File: config.mk
export PLATFORM = sky130hd
export DESIGN_NAME = bcd_hex_display
export DESIGN_NICKNAME = d
export VERILOG_FILES = /design/src/rtl/bcd_hex_display.sv
export SDC_FILE = /design/constraint.sdc
export NUM_CORES = 1
export LEC_CHECK = 0
export BUFFER_PORTS_ARGS = -buffer_cell sky130_fd_sc_hd__buf_2
export CAP_MARGIN = 10
export CORE_ASPECT_RATIO = 1.75
export CORE_MARGIN = 5
export CORE_UTILIZATION = 45
export CTS_BUF_LIST = sky130_fd_sc_hd__clkbuf_4 sky130_fd_sc_hd__clkbuf_8
export DETAILED_ROUTE_END_ITERATION = 8
export GPL_TIMING_DRIVEN = 0
export PLACE_DENSITY_LB_ADDON = 0.25
export SETUP_SLACK_MARGIN = 0.3
export SYNTH_ARGS = -nofsm -noshare
export SYNTH_HDL_FRONTEND = slang
export SYNTH_SLANG_ARGS = --single-unit
export TNS_END_PERCENT = 20
File: constraint.sdc
create_clock -name clk -period 6.4 [get_ports clk]
set_clock_uncertainty 0.15 [all_clocks]
set_input_delay 0.64 -clock clk [delete_from_list [all_inputs] [get_ports clk]]
set_output_delay 0.64 -clock clk [all_outputs]
set_load 0.03 [all_outputs]
File: src/rtl/bcd_hex_display.sv
// rtl/bcd_hex_display.sv - registered 4-digit BCD to active-low seven-segment driver
module bcd_hex_display #(
  parameter int BLINK_DIV = 25000000
) (
  input  logic       clk,
  input  logic       rst,
  input  logic       load,
  input  logic [3:0] bcd3,
  input  logic [3:0] bcd2,
  input  logic [3:0] bcd1,
  input  logic [3:0] bcd0,
  input  logic       ovf,
  input  logic       blank_lz,
  input  logic       blink_en,
  output logic [6:0] hex3,
  output logic [6:0] hex2,
  output logic [6:0] hex1,
  output logic [6:0] hex0
);

  localparam int CW = (BLINK_DIV > 2) ? $clog2(BLINK_DIV) : 1;
  localparam logic [CW-1:0] CNT_MAX = CW'(BLINK_DIV - 1);

  // Segment patterns, active-low, bit order g..a
  localparam logic [6:0] SEG_DASH  = 7'b0111111;
  localparam logic [6:0] SEG_BLANK = 7'b1111111;

  // Holding registers for the captured value
  logic [3:0] d3_q, d2_q, d1_q, d0_q;
  logic       h_ovf_q;

  // Blink timer
  logic [CW-1:0] cnt_q, cnt_d;
  logic          ph_q, ph_d;

  // Registered display outputs
  logic [6:0] hex3_q, hex2_q, hex1_q, hex0_q;
  logic [6:0] hex3_d, hex2_d, hex1_d, hex0_d;

  // Leading-zero blanking chain, thousands digit first
  logic bl3, bl2, bl1;

  // Digits 10..15 are not valid BCD and show a dash
  function automatic logic [6:0] seg_encode(input logic [3:0] v);
    logic [6:0] s;
    case (v)
      4'd0:    s = 7'b1000000;
      4'd1:    s = 7'b1111001;
      4'd2:    s = 7'b0100100;
      4'd3:    s = 7'b0110000;
      4'd4:    s = 7'b0011001;
      4'd5:    s = 7'b0010010;
      4'd6:    s = 7'b0000010;
      4'd7:    s = 7'b1111000;
      4'd8:    s = 7'b0000000;
      4'd9:    s = 7'b0010000;
      default: s = SEG_DASH;
    endcase
    return s;
  endfunction

  // Capture digits and overflow flag on the load strobe
  always_ff @(posedge clk or posedge rst) begin
    if (rst) begin
      d3_q    <= 4'd0;
      d2_q    <= 4'd0;
      d1_q    <= 4'd0;
      d0_q    <= 4'd0;
      h_ovf_q <= 1'b0;
    end else if (load) begin
      d3_q    <= bcd3;
      d2_q    <= bcd2;
      d1_q    <= bcd1;
      d0_q    <= bcd0;
      h_ovf_q <= ovf;
    end
  end

  // Blink timer next state: a load restarts the on phase so new values show at once
  always_comb begin
    cnt_d = cnt_q;
    ph_d  = ph_q;
    if (load) begin
      cnt_d = '0;
      ph_d  = 1'b0;
    end else if (cnt_q == CNT_MAX) begin
      cnt_d = '0;
      ph_d  = ~ph_q;
    end else begin
      cnt_d = cnt_q + 1'b1;
    end
  end

  // Blink timer state, free-running regardless of blink_en
  always_ff @(posedge clk or posedge rst) begin
    if (rst) begin
      cnt_q <= '0;
      ph_q  <= 1'b0;
    end else begin
      cnt_q <= cnt_d;
      ph_q  <= ph_d;
    end
  end

  // Decode held digits with priority blink-off, overflow, invalid, blanking, normal
  always_comb begin
    bl3 = blank_lz && (d3_q == 4'd0);
    bl2 = bl3 && (d2_q == 4'd0);
    bl1 = bl2 && (d1_q == 4'd0);
    hex3_d = SEG_BLANK;
    hex2_d = SEG_BLANK;
    hex1_d = SEG_BLANK;
    hex0_d = SEG_BLANK;
    if (blink_en && ph_q) begin
      hex3_d = SEG_BLANK;
      hex2_d = SEG_BLANK;
      hex1_d = SEG_BLANK;
      hex0_d = SEG_BLANK;
    end else if (h_ovf_q) begin
      hex3_d = SEG_DASH;
      hex2_d = SEG_DASH;
      hex1_d = SEG_DASH;
      hex0_d = SEG_DASH;
    end else begin
      // Blanking only ever triggers on a zero digit, so invalid digits keep their dash
      hex3_d = bl3 ? SEG_BLANK : seg_encode(d3_q);
      hex2_d = bl2 ? SEG_BLANK : seg_encode(d2_q);
      hex1_d = bl1 ? SEG_BLANK : seg_encode(d1_q);
      hex0_d = seg_encode(d0_q);
    end
  end

  // Output registers, blank while in reset
  always_ff @(posedge clk or posedge rst) begin
    if (rst) begin
      hex3_q <= SEG_BLANK;
      hex2_q <= SEG_BLANK;
      hex1_q <= SEG_BLANK;
      hex0_q <= SEG_BLANK;
    end else begin
      hex3_q <= hex3_d;
      hex2_q <= hex2_d;
      hex1_q <= hex1_d;
      hex0_q <= hex0_d;
    end
  end

  assign hex3 = hex3_q;
  assign hex2 = hex2_q;
  assign hex1 = hex1_q;
  assign hex0 = hex0_q;

endmodule
==> results_dict.tcl <==
set metrics [dict create \
    initial_utilization_pct 46.1 \
    antennaDiodeCount 0 \
    pre_cts_ws_ns 4.12 \
    cts_setup_buffers 0 \
    die_area_um2 9740 \
    clock_sinks 71 \
    antenna_found_initial 0 \
    finalHoldViolCount 0 \
    irDropWorstVdd_mv 0.188 \
    cpPeakStageDelay_ns 0.58 \
    crit_path_start "cnt_q[15]$_DFF_PP0_" \
    viasPerCell 5.34 \
    ctsHoldBuffers 0 \
    synth_top_area_cell "dfrtp_1" \
    die_y_um 127 \
    postRouteAntennaNets 0 \
    dp_cells 488 \
    maxSlewViolCount 0 \
    dr_total_vias 2689 \
    power_mw 1.14 \
    period_share_pct 35.9 \
    netlist.area_leader.share_pct 30.6 \
    ioPinCount 50 \
    cap_violations 0 \
    cts_resized 0 \
    path_class "flop to flop" \
    tns_ns 0 \
    start_kind "flop" \
    drive_gt1_share_pct 26.7 \
    fp.dieW_um 76.8 \
    worstSkewPairLatency_ns 0.34 \
    htreeDepth 3 \
    tightestPinTransition_ns 0.835 \
    nets 454 \
    r2r_start "cnt_q[15]$_DFF_PP0_" \
    finalWorstSetupSlack_ns 4.10 \
    worstSetupEndpointType "flop" \
    cts_buffers 9 \
    path_clk_slew_ns 0.07 \
    cts_tree "yes" \
    crit_required_ns 6.48 \
    drt_first_iter_violations 135 \
    dp_hpwl_um 5530 \
    wire_per_inst_um 14.8 \
    netlist_area_um2 3510 \
    critPathSlowestCell "or4_1" \
    core_area_um2 7620 \
    path_cells "or3b_1 -> or4_1 -> o21bai_2 -> buf_2 -> nor2_1" \
    grt_pass1_vias 2810 \
    synth.area.top_cells "dfrtp_1, dfstp_2, ha_1" \
    hold_ws_ns 0.300 \
    grt_pass1_wl_um 12800 \
    clockRootBuffer "clkbuf_8" \
    ys.warnings.count 0 \
    slew_headroom_pct 44.3 \
    wl_um 7450 \
    syn_nets 394 \
    period_needed_ns 2.30 \
    routabilityCongestion 0.860 \
    setup_viol 0 \
    row_count 42 \
    clk_path_buf_depth 2 \
    ys_ff_latch 71 \
    syn_inst 351 \
    grt_max_degree 72 \
    leakagePower_nw 1.77 \
    first_pass_iters 4 \
    hold_class "input pin to asynchronous set/reset pin" \
    syn2layout_area_growth_pct 17.1 \
    grt_overflow 0 \
    powerDensity_nw_per_um2 277 \
    rsz0062_at_grt "false" \
    drc_errors 0 \
    instances_no_fill 504 \
    cp_data_arrival_time_ns 2.38 \
    clock.fmax_ghz 0.435 \
    status "complete, no violations" \
    grt_usage_pct 16.2 \
    avgSynthCellArea_um2 10.0 \
    yosysSeqAreaShare_pct 51.6 \
    numPortBuffers 49 \
    ys_types 44 \
    crit_fanout 10 \
]
==> cell families after synthesis <==
| family | after synthesis | share of synthesized area, % |
|---|---|---|
| AO/OA/AOI/OAI | 76 | 12.4 |
| XOR/XNOR | 13 | 3.24 |
| adder cells (fa/ha/maj) | 21 | 7.48 |
| buffers and inverters | 33 | 3.63 |
| flip-flops | 71 | 51.6 |
| multiplexers | 10 | 3.14 |
| AND/OR/NAND/NOR | 127 | 18.5 |
==> state kept, by name, summed over array words and instances (netlist names) <==
register and cells:
cnt_q 25, d0_q 4, d1_q 4, d2_q 4, d3_q 4, h_ovf_q 1
hex0 7, hex1 7, hex2 7, hex3 7, ph_q 1
==> worst max-delay path: cells and delay by family (launching register included) <==
| kind | cells | cell delay (ns) |
|---|---|---|
| compound gates | 1 | 0.28 |
| simple gates | 3 | 1.05 |
| buf+inv | 1 | 0.28 |
| flops | 1 | 0.42 |
==> layer usage <==
metal,up-vias,global-route usage (%),share of wire (%)
li1,1329,-,-
met4,0,7.72,2.3
met5,-,0,0
met1,1285,16.2,38
met3,14,4.75,4.0
met2,61,30.0,56
==> through the flow <==
step	area (um2)	util (%)
global placement	3870	50.8
floorplan	3510	-
CTS	4110	54.0
finish	4110	54.0
global route	4110	54.0
detailed placement	3870	50.8
==> report_power, final <==
| group | internal, mW | total [mW] | leakage (nW) | switching [mW] |
|---|---|---|---|---|
| logic | 0.0593 | 0.188 | 0.790 | 0.129 |
| clock network | 0.268 | 0.433 | 0.127 | 0.165 |
| registers | 0.499 | 0.517 | 0.858 | 0.0179 |
| total | 0.827 | 1.14 | 1.77 | 0.312 |
==> Yosys cell counts (all sizes together) <==
cell and number:
a21o 1, a21oi 27, a31o 1, a41oi 1
and2 2, and3 2, and4 1, buf 5
clkbuf 9, dfrtp 43, dfstp 28, ha 21
inv 19, mux2 8, mux2i 2, nand2 42
nand2b 2, nand3 7, nand4 5, nand4bb 1
nor2 30, nor2b 9, nor3 4, nor3b 1
nor4 5, nor4bb 1, o211ai 2, o21a 1
o21ai 30, o21bai 1, o22ai 1, o31ai 10
o32a 1, or2 2, or3 3, or3b 1
or4 8, or4b 1, xnor2 12, xor2 1
==> layout by cell type, fill, tap and decap left out, drive strengths merged, types with 2 or more instances in the layout <==
cell	Yosys	final
a21oi	27	27
nand2b	2	2
dfrtp	43	43
nor2	30	30
clkinv	0	2
or4	8	8
nand4	5	5
or3	3	3
nor2b	9	9
nand2	42	42
inv	19	20
xnor2	12	12
and2	2	2
mux2i	2	2
dfstp	28	28
nand3	7	7
o21ai	30	30
or2	2	2
and3	2	2
nor3	4	4
mux2	8	8
clkbuf	9	19
o31ai	10	10
bufinv	0	3
ha	21	21
nor4	5	5
buf	5	54
o211ai	2	2
==> path summary, 6_finish.rpt <==
check                                       to  depth (start not counted)  slack [ns]
hold reg to reg             cnt_q[0]$_DFF_PP0_                          1        0.32
min in group clk            cnt_q[0]$_DFF_PP0_                          1        0.32
hold / removal             cnt_q[20]$_DFF_PP0_                          2        0.30
setup reg to reg            cnt_q[6]$_DFF_PP0_                          5        4.10
setup / recovery            cnt_q[6]$_DFF_PP0_                          5        4.10
max in group asynchronous  d2_q[2]$_DFFE_PP0P_                          2        5.24
==> area by class of cell <==
cell class / instances / area (um2)
Sequential cell: 71 / 1810
Fill cell: 652 / 3510
Multi-Input combinational cell: 247 / 1570
Timing Repair Buffer: 49 / 245
Buffer: 14 / 56.3
Clock buffer: 10 / 138
Clock inverter: 6 / 106
Inverter: 19 / 73.8
Tap cell: 88 / 110
Note: power is estimated with default switching activity, not from simulation.
